--- config.mk ---
export PLATFORM = sky130hd
export DESIGN_NAME = bin2bcd_seq_flat
export DESIGN_NICKNAME = d
export VERILOG_FILES = /design/src/rtl/bin2bcd_seq_if.sv /design/src/rtl/bin2bcd_seq.sv /design/src/flat_wrapper.sv
export SDC_FILE = /design/constraint.sdc
export NUM_CORES = 1
export LEC_CHECK = 0
export BUFFER_PORTS_ARGS = -buffer_cell sky130_fd_sc_hd__clkbuf_2
export CAP_MARGIN = 30
export CORE_MARGIN = 4
export CORE_UTILIZATION = 54
export CTS_CLUSTER_DIAMETER = 100
export CTS_CLUSTER_SIZE = 25
export DETAILED_ROUTE_END_ITERATION = 16
export GPL_TIMING_DRIVEN = 0
export PLACE_DENSITY_LB_ADDON = 0.05
export SYNTH_ARGS = -nofsm -noshare
export SYNTH_HDL_FRONTEND = slang
export SYNTH_SLANG_ARGS = --single-unit
--- constraint.sdc ---
create_clock -name i_clk -period 3.2 [get_ports i_clk]
set_input_delay 0.48 -clock i_clk [delete_from_list [all_inputs] [get_ports i_clk]]
set_output_delay 0.48 -clock i_clk [all_outputs]
set_load 0.03 [all_outputs]
--- src/rtl/bin2bcd_seq_if.sv ---
// Handshake and result bundle between a binary producer and the
// sequential binary-to-BCD converter.
interface bin2bcd_seq_if #(
  parameter int W      = 14,
  parameter int DIGITS = 4
) ();

  logic                  i_start;
  logic [W-1:0]          i_bin;
  logic                  o_ready;
  logic                  o_done;
  logic [4*DIGITS-1:0]   o_bcd;
  logic                  o_overflow;

  // Producer side: issues start/value, observes handshake and result.
  modport master (
    output i_start,
    output i_bin,
    input  o_ready,
    input  o_done,
    input  o_bcd,
    input  o_overflow
  );

  // Converter side.
  modport slave (
    input  i_start,
    input  i_bin,
    output o_ready,
    output o_done,
    output o_bcd,
    output o_overflow
  );

endinterface

--- src/rtl/bin2bcd_seq.sv ---
// Sequential double-dabble binary-to-BCD converter.
// One conversion per start/ready handshake: W shift cycles plus one result
// cycle. Out-of-range inputs saturate the display to all nines and raise
// o_overflow. The last result is held between conversions.
module bin2bcd_seq #(
  parameter int W      = 14,
  parameter int DIGITS = 4
) (
  input  logic          i_clk,
  input  logic          i_rst,
  bin2bcd_seq_if.slave  bus
);

  localparam int          BCD_W   = 4 * DIGITS;
  localparam int          CNT_W   = (W > 1) ? $clog2(W) : 1;
  localparam logic [63:0] MAX_VAL = 64'(10**DIGITS - 1);

  typedef enum logic [1:0] {
    IDLE  = 2'd0,
    SHIFT = 2'd1,
    DONE  = 2'd2
  } state_t;

  // Add 3 to every digit that is 5 or more, so the following left shift
  // carries correctly into the next decimal digit. A 4-bit digit of at most
  // 9 becomes at most 4'hC, so the add never wraps.
  function automatic logic [BCD_W-1:0] dabble_adjust(input logic [BCD_W-1:0] s);
    logic [BCD_W-1:0] r;
    r = s;
    for (int k = 0; k < DIGITS; k++) begin
      if (s[4*k +: 4] >= 4'd5) begin
        r[4*k +: 4] = s[4*k +: 4] + 4'd3;
      end
    end
    return r;
  endfunction

  // Values that do not fit in DIGITS decimal digits show as all nines.
  function automatic logic [BCD_W-1:0] saturate_bcd(input logic             ovf,
                                                    input logic [BCD_W-1:0] s);
    return ovf ? {DIGITS{4'h9}} : s;
  endfunction

  // True when the binary value exceeds the largest displayable number.
  function automatic logic over_range(input logic [W-1:0] b);
    logic [63:0] e;
    e        = '0;
    e[W-1:0] = b;
    return (e > MAX_VAL);
  endfunction

  state_t             state_q,   state_d;
  logic [W-1:0]       shift_q,   shift_d;
  logic [BCD_W-1:0]   scratch_q, scratch_d;
  logic [CNT_W-1:0]   cnt_q,     cnt_d;
  logic               ovf_q,     ovf_d;
  logic [BCD_W-1:0]   bcd_q,     bcd_d;
  logic               ovfo_q,    ovfo_d;
  logic               done_q,    done_d;
  logic [BCD_W-1:0]   adj;

  assign adj            = dabble_adjust(scratch_q);
  assign bus.o_ready    = (state_q == IDLE);
  assign bus.o_done     = done_q;
  assign bus.o_bcd      = bcd_q;
  assign bus.o_overflow = ovfo_q;

  // Next-state and datapath: capture in IDLE, adjust+shift in SHIFT,
  // publish the result in DONE.
  always_comb begin
    state_d   = state_q;
    shift_d   = shift_q;
    scratch_d = scratch_q;
    cnt_d     = cnt_q;
    ovf_d     = ovf_q;
    bcd_d     = bcd_q;
    ovfo_d    = ovfo_q;
    done_d    = 1'b0;

    unique case (state_q)
      IDLE: begin
        if (bus.i_start) begin
          shift_d   = bus.i_bin;
          scratch_d = '0;
          cnt_d     = '0;
          ovf_d     = over_range(bus.i_bin);
          state_d   = SHIFT;
        end
      end

      SHIFT: begin
        // The bit shifted out of the top digit is dropped; over_range
        // already flagged any value large enough to produce it.
        {scratch_d, shift_d} = {adj, shift_q} << 1;
        cnt_d = cnt_q + CNT_W'(1);
        if (cnt_q == CNT_W'(W - 1)) begin
          state_d = DONE;
        end
      end

      DONE: begin
        bcd_d   = saturate_bcd(ovf_q, scratch_q);
        ovfo_d  = ovf_q;
        done_d  = 1'b1;
        state_d = IDLE;
      end

      default: begin
        state_d = IDLE;
      end
    endcase
  end

  // State and datapath registers; reset aborts any conversion and clears
  // the published result.
  always_ff @(posedge i_clk) begin
    if (i_rst) begin
      state_q   <= IDLE;
      shift_q   <= '0;
      scratch_q <= '0;
      cnt_q     <= '0;
      ovf_q     <= 1'b0;
      bcd_q     <= '0;
      ovfo_q    <= 1'b0;
      done_q    <= 1'b0;
    end else begin
      state_q   <= state_d;
      shift_q   <= shift_d;
      scratch_q <= scratch_d;
      cnt_q     <= cnt_d;
      ovf_q     <= ovf_d;
      bcd_q     <= bcd_d;
      ovfo_q    <= ovfo_d;
      done_q    <= done_d;
    end
  end

endmodule
--- src/flat_wrapper.sv ---
// flat-port wrapper written by rule: the top's interface ports become plain ports
module bin2bcd_seq_flat 
#(
  parameter int W      = 14,
  parameter int DIGITS = 4
)
  (i_clk, i_rst, bus_i_start, bus_i_bin, bus_o_ready, bus_o_done, bus_o_bcd, bus_o_overflow);
  bin2bcd_seq_if #(.W(W), .DIGITS(DIGITS)) bus_i ();
  input  logic i_clk;
  input  logic i_rst;
  input wire logic [$bits(bus_i.i_start)-1:0] bus_i_start;
  input wire logic [$bits(bus_i.i_bin)-1:0] bus_i_bin;
  output wire logic [$bits(bus_i.o_ready)-1:0] bus_o_ready;
  output wire logic [$bits(bus_i.o_done)-1:0] bus_o_done;
  output wire logic [$bits(bus_i.o_bcd)-1:0] bus_o_bcd;
  output wire logic [$bits(bus_i.o_overflow)-1:0] bus_o_overflow;
  assign bus_i.i_start = bus_i_start;
  assign bus_i.i_bin = bus_i_bin;
  assign bus_o_ready = bus_i.o_ready;
  assign bus_o_done = bus_i.o_done;
  assign bus_o_bcd = bus_i.o_bcd;
  assign bus_o_overflow = bus_i.o_overflow;
  bin2bcd_seq #(.W(W), .DIGITS(DIGITS)) u_core (.i_clk(i_clk), .i_rst(i_rst), .bus(bus_i));
endmodule
=== Word level (Yosys, flattened, before mapping) ===
Cells that the tools add are included.

* Add/subtract/negate cells: 5
* Bitwise logic cells: 0
* Reduce and logical (&&, ||, !) cells: 5
* $mul: 0
* Eq/ne operators: 5
* Mux-type cells: 15
* Shifts and indexed selects: 0
* Order comparisons: 5
* Divide/modulo/power cells: 0

{| class="wikitable"
|+ Operators by type and width
! kind !! count
|-
| $mux 16 || 2
|-
| $pmux 16 s2 || 1
|-
| $pmux 14 s2 || 1
|-
| $ge 4x3->1 const B || 4
|-
| $mux 4 || 4
|-
| $gt 14x14->1 const B || 1
|-
| $mux 14 || 1
|-
| $add 4x2->4 const B || 3
|-
| $pmux 4 s2 || 1
|-
| $reduce_and 2->1 || 3
|-
| $add 4x1->4 const B || 1
|-
| $eq 4x4->1 const B || 1
|-
| $mux 2 || 2
|-
| $pmux 2 s2 || 1
|-
| $add 3x2->3 const B || 1
|-
| $mux 3 || 1
|-
| $eq 2x1->1 const B || 1
|-
| $eq 2x2->1 const B || 1
|-
| $logic_not 2->1 || 1
|-
| $ne 2x1->1 const B || 1
|-
| $ne 2x2->1 const B || 1
|-
| $reduce_bool 2->1 || 1
|-
| $mux 1 || 1
|}

* Output and inout bits: 19
* Memories: 0
* Bits in registers: 55
* Input bits: 17
* Memory bits (read-only): 0
* Latch bits: 0
* Logic and storage cells: 43
* Memory bits (writable): 0

=== Longest topological paths before layout ===
Gate-level depths: netlist (run 1).

* Word-level depth: 3
* Gate-level depth with buffers: 6
* Depth with buffers taken out: 6

=== Worst setup path before layout (run 1) ===
No wires, ideal clock.

* Path type: input to register
* Start: in bus_i_start
* End: reg u_core.ovf_q
* Setup slack: 1781 ps
* Data required time: 3104 ps
* Data arrival time: 1323 ps
* Buffers on the path: 2
* Stages on the path: 4
* Path through: or3b_1 > buf_6 > buf_6 > o41ai_2

* Word-level cells in the longest chain between the ends: 1

{| class="wikitable"
|+ Ends and longest elaborated chain
! item !! line !! RTL
|-
| start, declared || flat_wrapper.sv:11 || <nowiki>input wire logic [$bits(bus_i.i_start)-1:0] bus_i_start;</nowiki>
|-
| $reduce_and 2->1 (no source line) || -- ||
|-
| end signal, assigned || bin2bcd_seq.sv:131 || <nowiki>ovf_q <= ovf_d;</nowiki>
|-
| end, declared || bin2bcd_seq.sv:56 || <nowiki>logic ovf_q, ovf_d;</nowiki>
|}

No other way between the ends.
A chain may end at the register's enable or synchronous reset.

=== Worst setup path in the final report (run 1) ===
* Start: reg u_core.state_q[0]
* End: reg u_core.scratch_q[14]

* Word-level cells in the longest chain between the ends: 3

{| class="wikitable"
|+ Ends and longest elaborated chain
! item !! line !! RTL
|-
| start, declared || bin2bcd_seq.sv:52 || <nowiki>state_t state_q, state_d;</nowiki>
|-
| start signal, assigned || bin2bcd_seq.sv:127 || <nowiki>state_q <= state_d;</nowiki>
|-
| $eq 2x1->1 or $logic_not 2->1 (tied branches) || bin2bcd_seq.sv:80 || <nowiki>unique case (state_q)</nowiki>
|-
| $reduce_bool 2->1 (no source line) or $ne 2x2->1 (tied branches) || -- ||
|-
| $reduce_and 2->1 (no source line) || -- ||
|-
| end signal, assigned || bin2bcd_seq.sv:129 || <nowiki>scratch_q <= scratch_d;</nowiki>
|-
| end, declared || bin2bcd_seq.sv:54 || <nowiki>logic [BCD_W-1:0] scratch_q, scratch_d;</nowiki>
|}

Several ways; a longest one is shown, not always the timed one.

==> metrics.cfg, run 1 <==
[yosys]
syn_area_per_cell_sq_um = 8.31
synth_cell_type_count = 29
synthCells = 290
ys_seq_area_frac = 0.457
synthTopCellsByArea = dfxtp_1 (46%), nor2_1 (9.7%), a21oi_1 (5.2%)
synth_seq_cells = 55
yosys_warnings = 0
syn_area_sq_mm = 0.00241
syn-num-nets = 317
synth_area_leader_cell = dfxtp_1
synth_top_cell_area_share = 0.457

[drt]
wl_per_cell_um = 14.3
wl_um = 5500
drcViolationCount = 0
first_iter_violations = 105
vias = 2119
viasPerCell = 5.52
antenna_left = 0
firstDrtPassIters = 4

[clock_tree]
clockBufferDepth = 2
post_cts_resized = 0
cts_tree = built
clk_latency_ps = 300
cts_buffers = 5
clock-sinks = 55
hold_buffers = 0
cts_root_buf = clkbuf_8
h-tree-depth = 2
post-cts-setup-buffer-count = 0
path_clk_slew_ps = 90

[placement]
dp.cells = 377
port-buffer-count = 35
place.gp.congestion = 0.800
dp.final_hpwl_um = 3840

[finish]
drive_gt1_frac = 0.160
synthToLayoutAreaGrowth_pct = 14.2
diodes = 0
final_cells = 384
final_nets = 359

[power_and_ir_drop]
power_frac_comb = 0.089
p_leak_uw = 0.00115
vdd.ir_drop.worst_mv = 0.304
clock_power_share = 0.348
swShare = 0.236
powerDensity_mw_per_mm2 = 464
p_int_uw = 976
p_switching_uw = 302
sequentialPowerShare = 0.563

[critical_path]
cp.buffers_inverters = 0
critPathTopFamily = simple AND/OR/NAND/NOR gates
worst_ep_arrival_time_ps = 1880
timing.critical_path.to_type = flip-flop
cp_max_fo = 10
max_stage_delay_ps = 660
critPathSlowestCell = nor2_1
path_class = flip-flop to flip-flop
cpMostUsedCell = nor2_1
required_ps = 3450
start_kind = flip-flop
cp_cell_sequence = nor2_1 -> nor2_1 -> nor2_1 -> a22o_1

[hold_path]
worst_hold_path_type = input port to flip-flop

[sta]
rsz0062_at_grt = false
hold_viol = 0
min_period_ps = 1630
timing.slew.headroom = 0.384
tightest_slew_ps = 920
timing.fmax_ghz = 0.613
tns_ps = 0
drv_slew = 0
setup_viol = 0
fin_crit_sh = 0.510
clock_skew_ps = 4.04

[floorplanning]
placementRows = 24
die_area_sq_mm = 0.00559
die_x_um = 74.8
io_pins = 36
start_util = 0.557
coreArea_sq_mm = 0.00432
die_h_um = 74.8

[grt]
overflow = 0
grt_usage = 0.216
grt_pass1_wl_um = 9240
antenna_found_initial = 0
grt_pass1_vias = 1940
grt_max_degree = 16

[status]
run_status = complete, no violations

[job]
maxCapViolations = 0

-- cells in the final DEF (no fill, tap or decap) --
| cell type | Yosys | layout |
|---|---|---|
| buf_4 | 1 | 1 |
| xnor2_1 | 4 | 4 |
| a22o_1 | 10 | 10 |
| dfxtp_1 | 55 | 55 |
| a21oi_1 | 25 | 25 |
| nor4_1 | 13 | 13 |
| mux2_2 | 1 | 1 |
| or3_1 | 4 | 4 |
| or3b_1 | 1 | 1 |
| mux2i_1 | 4 | 4 |
| ha_1 | 10 | 10 |
| nor2b_1 | 3 | 3 |
| inv_1 | 10 | 10 |
| o21ai_0 | 7 | 7 |
| nand2b_1 | 6 | 6 |
| nor2_1 | 62 | 62 |
| nand4_1 | 2 | 2 |
| or2_2 | 2 | 2 |
| clkbuf_8 | 0 | 5 |
| nand3b_1 | 5 | 5 |
| xor2_1 | 2 | 2 |
| nor3_1 | 23 | 23 |
| o41ai_2 | 1 | 1 |
| a22oi_1 | 1 | 1 |
| nand3_1 | 9 | 9 |
| a32oi_1 | 1 | 1 |
| bufinv_16 | 0 | 1 |
| nand2_1 | 13 | 13 |
| buf_2 | 5 | 5 |
| clkbuf_1 | 8 | 9 |
| buf_6 | 2 | 2 |
| clkbuf_2 | 0 | 35 |
-- layout make-up --
cell class	count	area [sq um]
buffer	16	85.1
clock buffer	6	72.6
clock inverter	1	30.0
fill	415	1570
inverter	10	37.5
multi-input combinational	209	1180
sequential	55	1100
tap	52	65.1
timing repair buffer	35	175
-- tightest hold or removal path, cell delays in order --
cell	delay, ps
clkbuf_2	80
nand3_1	70
a21oi_1	60
-- logic make-up (layout without fill, tap and decap cells) --
group / Yosys count / after routing / synth area share
AND/OR/NAND/NOR: 143 / 143 / 0.281
flip-flops: 55 / 55 / 0.457
buffers and inverters: 26 / 68 / 0.0509
multiplexers: 5 / 5 / 0.0213
adder cells (fa/ha/maj): 10 / 10 / 0.0519
AO/OA/AOI/OAI: 45 / 45 / 0.116
XOR/XNOR: 6 / 6 / 0.0218
-- path summary, 6_finish.rpt --
path	startpoint	to	slack (ps)	cells after the start
worst max-delay path	u_core.state_q[0]	u_core.scratch_q[14]	1570	4
worst min-delay path	bus_i_bin[0]	u_core.shift_q[0]	420	3
worst max register to register	u_core.state_q[0]	u_core.scratch_q[14]	1570	4
worst min register to register	u_core.bus.o_bcd[9]	u_core.bus.o_bcd[9]	450	2
-- per-stage QoR --
step	setup slack, ps	total power [uW]	hold slack [ps]	area (sq um)	util
finish	1570	1280	421	2750	0.636
detailed placement	1400	849	446	2650	0.613
CTS	1570	1290	417	2750	0.636
global route	1410	1330	416	2750	0.636
global placement	1410	847	439	2650	0.613
floorplan	1780	809	448	2410	-
-- power groups by stage --
stage / combinational (uW) / sequential (uW) / clock [uW]
6_report: 114 / 720 / 444
5_1_grt: 128 / 723 / 478
3_3_place_gp: 112 / 735 / 0
4_1_cts: 114 / 720 / 453
3_5_place_dp: 113 / 735 / 0
2_1_floorplan: 77.1 / 731 / 0
-- synth_stat cells --
cell	count
clkbuf_1	8
nor3_1	23
o21ai_0	7
a22oi_1	1
xnor2_1	4
a21oi_1	25
xor2_1	2
nand2_1	13
nor4_1	13
nand3_1	9
buf_2	5
nand2b_1	6
or3b_1	1
or2_2	2
or3_1	4
inv_1	10
a32oi_1	1
nor2b_1	3
buf_4	1
mux2_2	1
ha_1	10
nand3b_1	5
o41ai_2	1
nor2_1	62
dfxtp_1	55
buf_6	2
nand4_1	2
mux2i_1	4
a22o_1	10
-- metal layers --
layer	track usage	wire length [um]	up-vias
met5	0	0	-
met3	0.0547	340	5
met4	0.0573	44	0
li1	-	-	1081
met1	0.299	2620	982
met2	0.337	2490	51
-- sequential cells by signal, indices dropped and copies added (netlist names) --
name / flops
u_core.cnt_q: 4
u_core.scratch_q: 16
u_core.ovf_q: 1
u_core.state_q: 2
u_core.bus.o_done: 1
u_core.bus.o_bcd: 16
u_core.shift_q: 14
u_core.bus.o_overflow: 1
No activity file was read; power rests on OpenSTA's default activity.
==> run 2, diff against run 1 <==
--- a/config.mk
+++ b/config.mk
@@ -8,7 +8,7 @@
 export BUFFER_PORTS_ARGS = -buffer_cell sky130_fd_sc_hd__clkbuf_2
 export CAP_MARGIN = 30
 export CORE_MARGIN = 4
-export CORE_UTILIZATION = 54
+export CORE_UTILIZATION = 50
 export CTS_CLUSTER_DIAMETER = 100
 export CTS_CLUSTER_SIZE = 25
 export DETAILED_ROUTE_END_ITERATION = 16
==> constraint.sdc (replaced) <==
create_clock -name i_clk -period 1.5 [get_ports i_clk]
set_input_delay 0.225 -clock i_clk [delete_from_list [all_inputs] [get_ports i_clk]]
set_output_delay 0.225 -clock i_clk [all_outputs]
set_load 0.03 [all_outputs]
==> run 2 against run 1 <==
Against the previous run:
- global-route usage decreased by 2.4 points
- sequential share of layout area about the same
- routed wire length decreased by 1.1%
==> metrics.cfg, run 2 (same netlist as run 1, synthesis figures left out) <==
[status]
run_status = complete, no violations

[finish]
final_cells = 384
mostFrequentLayoutCells = nor2_1 (59), dfxtp_1 (51), clkbuf_2 (36), nor3_1 (23), a21oi_1 (22)
final_core_utilization = 0.614
filler_cell_count = 424
final_nets = 358
diodes = 0
layout_commonest_cell = nor2_1
synthToLayoutAreaGrowth_pct = 14.8
drive_gt1_frac = 0.199

[drt]
wl_um = 5440
first_iter_violations = 93
vias = 2065
viasPerCell = 5.38
drcViolationCount = 0
antenna_left = 0
firstDrtPassIters = 4
wl_per_cell_um = 14.2

[grt]
grt_usage = 0.192
grt_pass1_wl_um = 9270
grt_pass1_vias = 1947
grt_max_degree = 16
antenna_found_initial = 0
overflow = 0

[power_and_ir_drop]
p_switching_uw = 640
power_frac_comb = 0.096
vdd.ir_drop.worst_mv = 0.747
p_leak_uw = 0.00114
powerDensity_mw_per_mm2 = 927
sequentialPowerShare = 0.599
power_uw = 2560
clock_power_share = 0.305
swShare = 0.250
p_int_uw = 1920

[hold_path]
worst_hold_path_type = input port to flip-flop
worstHoldPathCells = 3
hold_path_end = u_core.shift_q[3]
worstHoldStart = bus_i_bin[3]

[critical_path]
cp_max_fo = 4
rrSetupSlack_ps = 90
reg2reg_to = u_core.scratch_q[14]
path_class = flip-flop to flip-flop
worst_ep_arrival_time_ps = 1610
worstReg2RegStart = u_core.scratch_q[13]
timing.critical_path.to_type = flip-flop
start_kind = flip-flop
r2r_cells = 6
required_ps = 1700

[sta]
drv_slew = 0
timing.fmax_ghz = 0.709
tightest_slew_ps = 563
setup_viol = 0
fin_crit_sh = 0.940
timing.slew.headroom = 0.625
clock_skew_ps = 6.96
rsz0062_at_grt = false
min_period_ps = 1410
hold_viol = 0

[floorplanning]
die_area_sq_mm = 0.00599
io_pins = 36
die_h_um = 77.4
start_util = 0.535
die_x_um = 77.4
placementRows = 24
coreArea_sq_mm = 0.00450

[job]
maxCapViolations = 0

[clock_tree]
cts_tree = built
clockBufferDepth = 2
path_clk_slew_ps = 90
h-tree-depth = 2
cts_root_buf = clkbuf_8
clk_latency_ps = 300
cts_buffers = 5
clock-sinks = 55

[placement]
port-buffer-count = 35
dp.final_hpwl_um = 3830
place.gp.congestion = 0.803
dp.cells = 377

run 2: per-stage QoR:
| step | setup TNS (ps) | worst slack (ps) | hold slack (ps) | cell area (sq um) |
|---|---|---|---|---|
| after global placement | -1100 | -118 | 440 | 2650 |
| after detailed placement | -1230 | -140 | 446 | 2650 |
| after floorplan | 0 | 149 | 373 | 2410 |
| final | 0 | 89.8 | 180 | 2760 |
| after global routing | 0 | 0.755 | 181 | 2760 |
| after CTS | 0 | 8.49 | 174 | 2740 |
run 2: power groups by stage:
stage / logic (uW) / clock network [uW] / registers, uW
global placement: 241 / 0 / 1570
global route: 278 / 856 / 1540
finish: 245 / 782 / 1540
detailed placement: 244 / 0 / 1570
floorplan: 164 / 0 / 1560
CTS: 248 / 794 / 1530
run 2: worst max path at each step:
stage                                     from  depth (start not counted)                   end
after floorplan            u_core.scratch_q[1]                          6   u_core.scratch_q[2]
after global placement       u_core.state_q[0]                          4   u_core.scratch_q[1]
after detailed placement     u_core.state_q[0]                          4   u_core.scratch_q[5]
after CTS                  u_core.scratch_q[9]                          6  u_core.scratch_q[10]
after global routing       u_core.scratch_q[1]                          6   u_core.scratch_q[2]
final                     u_core.scratch_q[13]                          6  u_core.scratch_q[14]
run 2: per-layer routing:
metal / wire, um / track usage / part of all wire / vias up
met5: 0 / 0 / 0 / -
met4: 42 / 0.0427 / 0.0077 / 0
met3: 317 / 0.0417 / 0.058 / 5
met2: 2400 / 0.307 / 0.44 / 49
met1: 2670 / 0.267 / 0.49 / 923
li1: - / - / - / 1088
run 2: critical path: stages (launching register included):
cell	delay (ps)
dfxtp_1	340
inv_1	80
ha_1	170
nand2b_1	130
a21oi_1	270
mux2i_1	120
a22o_1	200
run 2: repair_timing:
item	in CTS	in global routing
gates resized for setup	4	10
buffers inserted	0	0
hold buffers	0	0
cloned	0	0
setup endpoints to repair	10	45
pin swaps	0	2
run 2: layout make-up:
class                   instances  area, sq um  share of cell area
well taps                      52         65.1              0.0235
multi-input cells             209         1220               0.440
repair buffers                 35          175              0.0634
clock buffers                   7         76.3              0.0276
clock inverters                 1         5.00             0.00181
flip-flops and latches         55         1110               0.400
inverters                      10         37.5              0.0136
plain buffers                  15         82.6              0.0299
